### config.mk
export PLATFORM = sky130hd
export DESIGN_NAME = video_mode_sequencer
export DESIGN_NICKNAME = d
export VERILOG_FILES = /design/src/rtl/video_mode_sequencer.sv
export SDC_FILE = /design/constraint.sdc
export NUM_CORES = 1
export LEC_CHECK = 0
export CAP_MARGIN = 20
export CORE_AREA = 2 2 81 83
export DETAILED_ROUTE_END_ITERATION = 7
export DIE_AREA = 0 0 83 85
export PLACE_DENSITY = 0.77
export SLEW_MARGIN = 20
export SYNTH_ARGS = -nofsm -noshare
export SYNTH_HDL_FRONTEND = slang
export SYNTH_SLANG_ARGS = --single-unit
### constraint.sdc
create_clock -name clk -period 5.5 [get_ports clk]
set_input_delay 0.825 -clock clk [delete_from_list [all_inputs] [get_ports clk]]
set_output_delay 0.825 -clock clk [all_outputs]
set_load 0.05 [all_outputs]
### src/rtl/video_mode_sequencer.sv
// Measures active width/height of the VDP stream, commits a resolution class
// once it has been stable, and blanks output around every mode change.
module video_mode_sequencer #(
  parameter int unsigned STABLE_FRAMES = 2,
  parameter int unsigned MUTE_FRAMES   = 3,
  parameter int unsigned NOSIG_LINES   = 400
) (
  input  logic       clk,
  input  logic       reset,
  input  logic       ce_pix,
  input  logic       de_h,
  input  logic       hs,
  input  logic       vs,
  output logic [1:0] res_h,
  output logic [1:0] res_v,
  output logic       mode_valid,
  output logic       force_blank,
  output logic       mode_change
);

  localparam int unsigned NW = $clog2(NOSIG_LINES + 1);

  typedef enum logic [1:0] {NOSIG, ACQUIRE, MUTE, LOCKED} state_t;

  state_t        state, state_n;
  logic          hs_q, vs_q;
  logic          line_b, frame_b;
  logic [8:0]    pcnt, wmax, lcnt;
  logic [8:0]    wmax_eff, lcnt_eff;
  logic [NW-1:0] nosig_cnt;
  logic          nosig_hit;
  logic [3:0]    prev, prev_n, cand;
  logic [3:0]    match, match_n;
  logic [3:0]    mute, mute_n;
  logic          restart, commit;

  function automatic logic [1:0] class_h(input logic [8:0] w);
    if (w <= 9'd252) return 2'd0;
    else if (w <= 9'd300) return 2'd1;
    return 2'd2;
  endfunction

  function automatic logic [1:0] class_v(input logic [8:0] l);
    if (l <= 9'd208) return 2'd0;
    else if (l <= 9'd232) return 2'd1;
    return 2'd2;
  endfunction

  assign line_b    = hs_q & ~hs;
  assign frame_b   = vs_q & ~vs;
  assign nosig_hit = line_b && (nosig_cnt == NW'(NOSIG_LINES - 1));

  // Fold a line finishing in this cycle into the measurement, so a frame
  // boundary coinciding with it still sees the complete frame.
  always_comb begin
    wmax_eff = wmax;
    lcnt_eff = lcnt;
    if (line_b) begin
      if (pcnt > wmax) wmax_eff = pcnt;
      if (pcnt != '0 && lcnt != '1) lcnt_eff = lcnt + 9'd1;
    end
  end

  assign cand = {class_h(wmax_eff), class_v(lcnt_eff)};

  always_comb begin
    state_n = state;
    prev_n  = prev;
    match_n = match;
    mute_n  = mute;
    restart = 1'b0;
    commit  = 1'b0;
    if (nosig_hit) begin
      state_n = NOSIG;
    end else if (frame_b) begin
      unique case (state)
        NOSIG:   restart = (lcnt_eff != '0);
        ACQUIRE: begin
          if (lcnt_eff == '0) begin
            state_n = NOSIG;
          end else begin
            if (cand == prev) match_n = (match == '1) ? match : match + 4'd1;
            else              match_n = 4'd1;
            prev_n = cand;
            commit = (match_n >= 4'(STABLE_FRAMES));
          end
        end
        MUTE: begin
          if (cand != {res_h, res_v}) begin
            restart = 1'b1;
          end else begin
            mute_n = mute - 4'd1;
            if (mute_n == '0) state_n = LOCKED;
          end
        end
        LOCKED:  restart = (cand != {res_h, res_v});
      endcase
      if (restart) begin
        prev_n  = cand;
        match_n = 4'd1;
        state_n = ACQUIRE;
        commit  = (STABLE_FRAMES == 1);
      end
      if (commit) begin
        state_n = MUTE;
        mute_n  = 4'(MUTE_FRAMES);
      end
    end
  end

  always_ff @(posedge clk) begin
    if (reset) begin
      hs_q        <= 1'b1;
      vs_q        <= 1'b1;
      pcnt        <= '0;
      wmax        <= '0;
      lcnt        <= '0;
      nosig_cnt   <= '0;
      state       <= NOSIG;
      prev        <= '0;
      match       <= '0;
      mute        <= '0;
      res_h       <= '0;
      res_v       <= '0;
      mode_valid  <= 1'b0;
      force_blank <= 1'b1;
      mode_change <= 1'b0;
    end else begin
      hs_q <= hs;
      vs_q <= vs;

      if (line_b)                            pcnt <= '0;
      else if (de_h && ce_pix && pcnt != '1) pcnt <= pcnt + 9'd1;

      if (frame_b) begin
        wmax <= '0;
        lcnt <= '0;
      end else if (line_b) begin
        wmax <= wmax_eff;
        lcnt <= lcnt_eff;
      end

      if (frame_b)
        nosig_cnt <= '0;
      else if (line_b && nosig_cnt != NW'(NOSIG_LINES))
        nosig_cnt <= nosig_cnt + 1'b1;

      state       <= state_n;
      prev        <= prev_n;
      match       <= match_n;
      mute        <= mute_n;
      mode_change <= commit;
      if (commit) {res_h, res_v} <= cand;
      mode_valid  <= (state_n == LOCKED);
      force_blank <= (state_n != LOCKED);
    end
  end

endmodule

Word level (Yosys, flattened, before mapping)

Cells that the tools add are included.

Word-level logic and storage cells: 109
Input bits: 6
Flip-flop bits (word level): 59
Output and inout bits: 7

Reduce and logical (&&, ||, !) cells: 16
Magnitude comparators: 6
Muxes and demuxes: 48
Bitwise operators: 5
$add $sub $neg: 5
Equal/unequal tests: 14

Operators with widths:

| operator            | number |
|---|---|
| $mux 4              | 15 |
| $mux 9              | 4 |
| $add 9x1->9 const B | 3 |
| $le 9x8->1 const B  | 3 |
| $ne 9x9->1 const B  | 3 |
| $mux 2              | 13 |
| $reduce_bool 9->1   | 2 |
| $mux 1              | 14 |
| $eq 9x9->1 const B  | 1 |
| $gt 9x9->1          | 1 |
| $le 9x9->1 const B  | 1 |
| $logic_not 9->1     | 1 |
| $reduce_and 4->1    | 2 |
| $eq 2x2->1 const B  | 3 |
| $logic_and 1x1->1   | 5 |
| $add 4x1->4 const B | 1 |
| $eq 4x4->1          | 1 |
| $eq 4x4->1 const B  | 1 |
| $ge 4x2->1 const B  | 1 |
| $logic_not 4->1     | 1 |
| $ne 2x1->1 const B  | 2 |
| $ne 4x4->1          | 1 |
| $pmux 2 s2          | 1 |
| $reduce_bool 2->1   | 2 |
| 8 further kinds     | 12 |

Logic depth before layout (Yosys ltp)

Gate-level depths: netlist of run 1.

Depth after elaboration: 24
Mapped depth: 16
Gate-level depth less buffers: 14

Worst setup path after synthesis of run 1

OpenSTA, ideal clock, no wires.

Kind: input -> register
Start: input port hs
End: register mute[3]
Slack: 1.914 ns
Required time: 5.379 ns
Path buffers: 1
Library setup time: 0.121 ns
Stages: 11
Arrival: 3.465 ns
Cells stage by stage: nand2b_1 -> a211o_1 -> buf_6 -> or3_4 -> a211oi_2 -> o2bb2ai_2 -> a31oi_1 -> nor4_4 -> a21oi_1 -> nor2_1 -> mux2_2

Longest elaborated chain between the ends: 21
Elaborated cells on any way between the ends: 41
Classes of those cells: 5 x order compare; 3 x eq/ne; 25 x mux; 3 x bitwise; 5 x reduce/logical

RTL lines:

| item                                                             | RTL line | text |
|---|---|---|
| start: declaration                                               | 12       | `input logic hs,` |
| $not 1->1 (*)                                                    | 49       | `assign line_b = hs_q & ~hs;` |
| $and 1x1->1 (*)                                                  | 49       |  |
| $mux 9                                                           | 58       | `if (line_b) begin` |
| $le 9x8->1 / $le 9x9->1 (equally long branches)                  | 45, 39   |  |
| $mux 1, on equally long branches                                 | 45, 39   |  |
| $mux 1, on equally long branches                                 | 44, 38   |  |
| $mux 2, on equally long branches                                 | 46, 40   |  |
| $eq 4x4->1                                                       | 82       | `if (cand == prev) match_n = (match == '1) ? match : match + 4'd1;` |
| [5 not listed]                                                   | n/a      |  |
| $ge 4x2->1                                                       | 85       | `commit = (match_n >= 4'(STABLE_FRAMES));` |
| $mux 1                                                           | 79       | `if (lcnt_eff == '0) begin` |
| $mux 1                                                           | 76       | `unique case (state)` |
| $mux 1                                                           | 98       | `if (restart) begin` |
| $mux 1                                                           | 75       | `end else if (frame_b) begin` |
| $mux 1                                                           | 73       | `if (nosig_hit) begin` |
| $ne 2x1->1 (no line) / $reduce_bool 2->1 (equally long branches) | n/a      |  |
| $reduce_and 4->1 (no line)                                       | n/a      |  |
| end signal: assignment                                           | 151      | `mute <= mute_n;` |
| end: declaration                                                 | 34       | `logic [3:0] mute, mute_n;` |

Every way passes the cells marked *; elsewhere a longest branch is shown, timed or not. The select of a mux whose other input is x is not followed.
A chain may end at the register's enable or synchronous reset.

Worst setup path after layout of run 1

Start: register lcnt[0]
End: register mute[3]

Longest elaborated chain between the ends: 22
Elaborated cells on any way between the ends: 34
Classes of those cells: 1 x add/sub; 3 x order compare; 4 x eq/ne; 21 x mux; 5 x reduce/logical

RTL lines:

| item                                                             | RTL line | text |
|---|---|---|
| start: declaration                                               | 28       | `logic [8:0] pcnt, wmax, lcnt;` |
| start signal: assignment                                         | 140      | `lcnt <= lcnt_eff;` |
| branches (longest 3 deep; another with $add 9x1->9)              | n/a      |  |
| $mux 9 (*)                                                       | 58       |  |
| $le 9x8->1                                                       | 45       | `else if (l <= 9'd232) return 2'd1;` |
| $mux 1                                                           | 45       |  |
| $mux 1                                                           | 44       | `if (l <= 9'd208) return 2'd0;` |
| $mux 2                                                           | 46       | `return 2'd2;` |
| $eq 4x4->1                                                       | 82       |  |
| $mux 4                                                           | 82       |  |
| [4 not listed]                                                   | n/a      |  |
| $ge 4x2->1                                                       | 85       |  |
| $mux 1                                                           | 79       |  |
| $mux 1                                                           | 76       |  |
| $mux 1                                                           | 98       |  |
| $mux 1                                                           | 75       |  |
| $mux 1                                                           | 73       |  |
| $ne 2x1->1 (no line) / $reduce_bool 2->1 (equally long branches) | n/a      |  |
| $reduce_and 4->1 (no line)                                       | n/a      |  |

Mark *: on every way between the ends. The select of a mux whose other input is x is not followed.

==> results of run 1 <==
==> flip-flops by register name, summed over array words and instances (netlist names) <==
name         count
mode_change      1
res_h            2
vs_q             1
lcnt             9
hs_q             1
res_v            2
force_blank      1
mute             4
mode_valid       1
prev             4
wmax             9
pcnt             9
nosig_cnt        9
state            2
match            4
==> worst max-delay path, delay by kind of cell (launching register included) <==
family | cells | cell delay [ps]
AO/OA/AOI/OAI | 5 | 1010
multiplexers | 2 | 800
adder cells (fa/ha/maj) | 2 | 520
buffers and inverters | 1 | 80
flip-flops | 1 | 450
AND/OR/NAND/NOR | 4 | 1240
==> synthesized netlist by cell type, types with 2 or more instances <==
cell type	number
nor2_1	67
dfxtp_1	59
nand2_1	27
inv_1	25
ha_1	24
a21oi_1	20
mux2i_1	15
xor2_1	14
nand4_1	13
xnor2_1	12
and3_1	11
clkbuf_1	9
nand3_1	9
nor3_1	9
a211oi_1	8
o21ai_0	7
nand2b_1	6
o211ai_1	6
a31oi_1	5
and2_1	5
nor2b_1	5
o31ai_1	4
or2_2	4
or3_1	4
a2111oi_0	3
mux2_2	3
nor4_1	3
o21a_1	3
or4_1	3
a21o_1	2
a31o_2	2
a41oi_1	2
and4b_1	2
buf_2	2
nand3b_1	2
nand4b_1	2
nor4b_2	2
o211a_1	2
o21ai_1	2
o31a_1	2
==> cell families (layout without fill, tap and decap cells) <==
kind of cell	after synthesis	in the layout
simple gates	180	180
compound gates	82	82
buf+inv	37	55
flops	59	59
xor+xnor	26	26
mux	18	18
fa+ha+maj	24	24
==> placed cells by master (no fill, tap or decap), drive strengths merged, types with 4 or more instances in the layout <==
cell type | netlist | layout
nand4 | 13 | 13
nor3 | 9 | 9
ha | 24 | 24
xnor2 | 12 | 12
nand3 | 9 | 9
nand2b | 6 | 6
o211ai | 6 | 6
or2 | 5 | 5
and2 | 5 | 5
and3 | 11 | 11
a21oi | 20 | 20
clkbuf | 9 | 12
nand2 | 27 | 27
a31oi | 5 | 5
o31ai | 4 | 4
nor4 | 5 | 5
nor2 | 67 | 67
inv | 25 | 25
mux2i | 15 | 15
nor2b | 5 | 5
dfxtp | 59 | 59
o21ai | 9 | 9
xor2 | 14 | 14
a211oi | 9 | 9
or3 | 5 | 5
clkdlybuf4s50 | 0 | 12
==> metrics by stage <==
| stage | instance area (um2) | std cells |
|---|---|---|
| finish | 3980 | 521 |
| global route | 3980 | 521 |
| CTS | 3980 | 521 |
| detailed placement | 3750 | 505 |
| global placement | 3750 | 505 |
| floorplan | 3570 | 426 |
==> worst min-delay path by stage <==
| stage | startpoint | endpoint | slack (ps) | cells past startpoint |
|---|---|---|---|---|
| 6_report | mute[1] | mute[1] | 480 | 2 |
| 5_1_grt | mute[1] | mute[1] | 520 | 2 |
| 4_1_cts | mute[1] | mute[1] | 490 | 2 |
| 3_5_place_dp | mute[1] | mute[1] | 480 | 2 |
| 3_3_place_gp | mute[1] | mute[1] | 470 | 2 |
| 2_1_floorplan | mute[1] | mute[1] | 450 | 2 |
==> layout make-up <==
cell class	instances	area [um2]	share of cell area
clock inverters	4	72.6	0.0183
clock buffers	12	155	0.0390
flip-flops and latches	59	1180	0.297
well taps	77	96.3	0.0242
inverters	25	93.8	0.0236
repair buffers	14	135	0.0340
multi-input cells	330	2240	0.564
==> routing by layer <==
metal | vias up | wire length (um) | track usage | part of all wire
li1 | 1558 | - | - | -
met1 | 1424 | 3650 | 0.291 | 0.50
met2 | 40 | 3340 | 0.339 | 0.45
met3 | 11 | 210 | 0.0370 | 0.029
met4 | 0 | 140 | 0.121 | 0.019
met5 | - | 0 | 0 | 0
==> power by group through the flow <==
stage | Combinational [W] | Sequential, W | Clock [W]
final | 0.0000581 | 0.000437 | 0.000449
after global routing | 0.0000647 | 0.000437 | 0.000479
after CTS | 0.0000582 | 0.000436 | 0.000459
after detailed placement | 0.0000577 | 0.000446 | 0
after global placement | 0.0000561 | 0.000446 | 0
after floorplan | 0.0000441 | 0.000444 | 0
==> run metrics, run 1 <==
outcome finished clean; Die X 83 um; IO Pins 13; Synth Area per Inst 8.39 um2; initial core utilization 0.576; setup TNS 0 ps; final setup margin 1280 ps; layout cells sized above 1 0.0766; RSZ-0062 raised after global routing no; Async SR Flop Fraction 0; CP Launch Point lcnt[0]; critical path class reg -> reg; xor-xnor portion of the synthesized cell area 0.0637; Worst Skew roughly 7.4 ps; mux cell area share after synthesis 0.0515; filler cell count 542; crit start category flop; Finish-stage setup viols 0; CTS tree done; Worst slew margin 0.395; Worst Setup EP mute[3]; post-synth top area cell dfxtp_1; DP HPWL 5350 um; Post-synth EDFFs 0; clock share of power 0.476; Place WS 1050 ps; cell internal pwr 0.000734 W; Util after Layout 0.641; crit end category flop; Clock Sinks 59; worst r2r src lcnt[0]; sequential group share of total power 0.462; Layout area overhead 11.3%; Max Buffers Root-to-Sink 2; critical path required time 5720 ps; Compound-Gate Fraction of Synth Area 0.166; Area contributors post-synth dfxtp_1, ha_1, nor2_1; total core area 6200 um2; Critical Path AT 4440 ps; Vias around 3.0k; biggest cell delay along the critical path 550 ps; synthesized instance count 426; switch share 0.223; worst skew pair latency 340 ps; CTS Hold Buffers Added 0; largest net degree at the start of global routing 28; Max Freq about 0.24 GHz; fin. max-slew vios 0; Hold Vio Cnt, Final 0; register area share after synthesis 0.331; power density cells 237 nW/um2; Worst R2R Path Depth 14; final net count between 400 and 500; maximum level of the CTS H-tree 3; Mapped Nets 456; Rows 29; Yosys Warn Count 0; die footprint 7060 um2; Synth Flop Type dfxtp_1; Synth cell types 61; Yosys reg bits 59; Post-Synth Simple-Gate Area 0.262; DRC 0; Slew @ Worst Pin 905 ps; 1st-pass router iterations 6; first-pass GRT wire length 12600 um; r2r endpoint mute[3]; main combinational cell family by area after synthesis simple AND/OR/NAND/NOR gates; antenna diode count 0; Post-CTS Setup Inserts 0; GRT Util Overall 0.219; hold_ws just under 500 ps; min cycle time layout approximately 4200 ps; Synth top area share 0.331; Post-Synth Adder-Cell Area 0.0841; TritonCTS Buffers 9; first-iteration detailed-routing DRC count 133; number of global-route vias before repair ~2.8k; Final period util 0.767; Routed WL per cell 14.1 um; port bufs 12; wirelength, routed ~7300 um; RD Place Congestion approximately 0.84; Max rail drop VDD 0.000158 V; post_cts resized 0; crit-path cells ha_1, inv_1, or2_2, nor2_1, ha_1, a211o_1, mux2_2, o211ai_1, a31o_2, a221oi_4, nor4_4, a21oi_1, nor2_1, mux2_2; Switch Pwr 0.000210 W; max_cap viols 0; Routed Antenna Nets 0; Die H 85 um; Cell Area, Synth about 3600 um2; worst hold path class reg -> reg; Gate power share 0.062; clk slew on worst S/H paths ~70 ps; static leakage power between 1.5 and 2 nW; GRT overflow 0; antenna violations before repair 0; R2R Setup Slk 1280 ps; post-DR vias/cell between 5 and 6; CP max stage cell nor4_4; Final Power 0.000944 W; crit path max fanout 13; CTS Root Cell clkbuf_8
(Power assumes the default switching activity.)
==> run 2: changes to the inputs <==
- CORE_AREA: 2 2 81 83 -> 2 2 84 86
- DIE_AREA: 0 0 83 85 -> 0 0 86 88
- PLACE_DENSITY: 0.77 -> 0.75
- clock period: 5.5 -> 3.59 ns (I/O delays scaled with it)
==> run 2 against run 1 <==
Compared with the run above:
- clock skew grew 4.8 ps
- sequential share of layout area shrank 3.7 points
- combinational power up 100%
- clock power up 73%
- non-clock buffer count rose by 48
- critical path type is now in -> reg
- critical endpoint is now force_blank
==> run metrics, run 2 (synthesis results as in run 1) <==
IO Pins 13 (unchanged); Critical Path AT 3770 ps (-670 ps); worst skew pair latency 350 ps (about the same); clk slew on worst S/H paths 80 ps (about the same); worst hold path class reg -> reg; GRT overflow 0 (unchanged); Hold Startpoint mute[1]; register area 1190 um2 (+0.64%); final setup margin 46.9 ps (-1240 ps); static leakage power 1.82 nW (+20%); filler cell count 519 (-4.2%); commonest non-fill, non-tap cell in the layout nor2_1; 1st-pass router iterations 6 (unchanged); crit-path cells clkdlybuf4s50_1, nand2b_1, a2111oi_0, buf_4, xnor2_4, buf_4, nand2_1, o2bb2ai_2, a32o_2, o211ai_1, a221oi_2, nand2b_4, or4_1; RD Place Congestion 0.919 (+8.8%); number of global-route vias before repair 3202 (+13%); die footprint 7570 um2 (+7.3%); Worst slew margin 0.545 (+0.150); antenna diode count 0 (unchanged); largest net degree at the start of global routing 28 (unchanged); Max Buffers Root-to-Sink 2 (unchanged); DRC 0 (unchanged); total core area 6640 um2 (+7.1%); initial core utilization 0.538 (-0.0381); leading cell types in the layout, fill and taps excluded nor2_1, dfxtp_1, buf_4; Clock Sinks 59 (unchanged); Routed WL per cell 16.0 um (+13%); layout cells sized above 1 0.247 (+0.171); CTS Root Cell clkbuf_8; post-DR vias/cell 5.96 (+2.3%); first-pass GRT wire length 14500 um (+15%); crit path max fanout 5 (-8); maximum level of the CTS H-tree 3 (unchanged); Die H 88 um (+3.5%); Place WS -282 ps (-1330 ps); Final period util 0.987; DP HPWL 5930 um (+11%); fin. max-slew vios 0 (unchanged); Finish-stage setup viols 0 (unchanged); biggest cell delay along the critical path 490 ps (-60 ps); Max rail drop VDD 0.000243 V (+53%); Hold Vio Cnt, Final 0 (unchanged); Routed Antenna Nets 0 (unchanged); min cycle time layout 3540 ps; Die X 86 um (+3.6%); critical path required time 3820 ps (-1900 ps); area of the multi-input gates 2450 um2 (+9.3%); Worst Skew 12.2 ps (+4.83 ps); wirelength, routed 9160 um (+25%); RSZ-0062 raised after global routing yes; max_cap viols 0 (unchanged); TritonCTS Buffers 9 (unchanged); critical path class in -> reg; Max Freq 0.282 GHz; CTS tree done; CP max stage cell or4_1; final net count 518 (+10%); first-iteration detailed-routing DRC count 249 (+87%); GRT Util Overall 0.239 (+0.0206); Rows 30 (+3.4%); Layout area overhead 28.1%; worst r2r src lcnt[1]; crit start category input port; port bufs 12 (unchanged); Vias 3413 (+13%); hold_ws 478 ps (-4.06 ps); CTS Hold Buffers Added 0 (unchanged); Crit path top cell by count buf_4; crit end category flop; setup TNS 0 ps (unchanged); antenna violations before repair 0 (unchanged); power density cells 341 nW/um2 (+44%); CP Launch Point hs; outcome finished clean; Slew @ Worst Pin 680 ps (-225 ps)
[run 2: where the power goes]
group          internal (W)  leakage, nW  total (W)  switching (W)
registers          0.000661        0.480   0.000667     0.00000630
clock network      0.000481        0.123   0.000776       0.000294
logic             0.0000499         1.21   0.000117      0.0000668
[run 2: area by class of cell]
type	count	share of cell area
Timing Repair Buffer	62	0.108
Multi-Input combinational cell	331	0.536
Sequential cell	59	0.260
Clock inverter	6	0.0243
Tap cell	80	0.0219
Clock buffer	10	0.0301
Inverter	25	0.0205
[run 2: path summary, 6_finish.rpt]
| kind | to | slack, ps | cells past startpoint |
|---|---|---|---|
| worst min register to register | mute[1] | 480 | 2 |
| worst min-delay path | mute[1] | 480 | 2 |
| worst max register to register | force_blank | 50 | 14 |
| worst max-delay path | force_blank | 50 | 13 |
[run 2: per-stage QoR]
step                      utilization  std cells  total power (W)  area, um2
final                           0.689        573          0.00156       4570
after global routing            0.689        573          0.00160       4570
after CTS                       0.650        564          0.00155       4320
after detailed placement        0.610        548         0.000783       4050
after global placement          0.610        548         0.000780       4050
after floorplan                     -        426         0.000748       3570
[run 2: repair_timing]
action                     in CTS  in global routing
setup endpoints to repair       8                 21
resized for setup               2                 47
pin swaps                       0                 15
setup buffers                   0                  7
cloned                          0                  2
[run 2: routing by layer]
layer | routed length (um) | share of wire | track usage | up-vias
met5 | 0 | 0 | 0 | -
li1 | - | - | - | 1656
met1 | 4200 | 0.46 | 0.311 | 1615
met3 | 479 | 0.052 | 0.0405 | 26
met2 | 4220 | 0.46 | 0.388 | 116
met4 | 264 | 0.029 | 0.111 | 0
[run 2: worst max-delay path, delay by kind of cell]
kind / cells / cell delay, ps
AOI/OAI and AO/OA: 5 / 1320
and+or+nand+nor: 4 / 960
buffers and inverters: 3 / 810
xor gates and xnor gates: 1 / 130
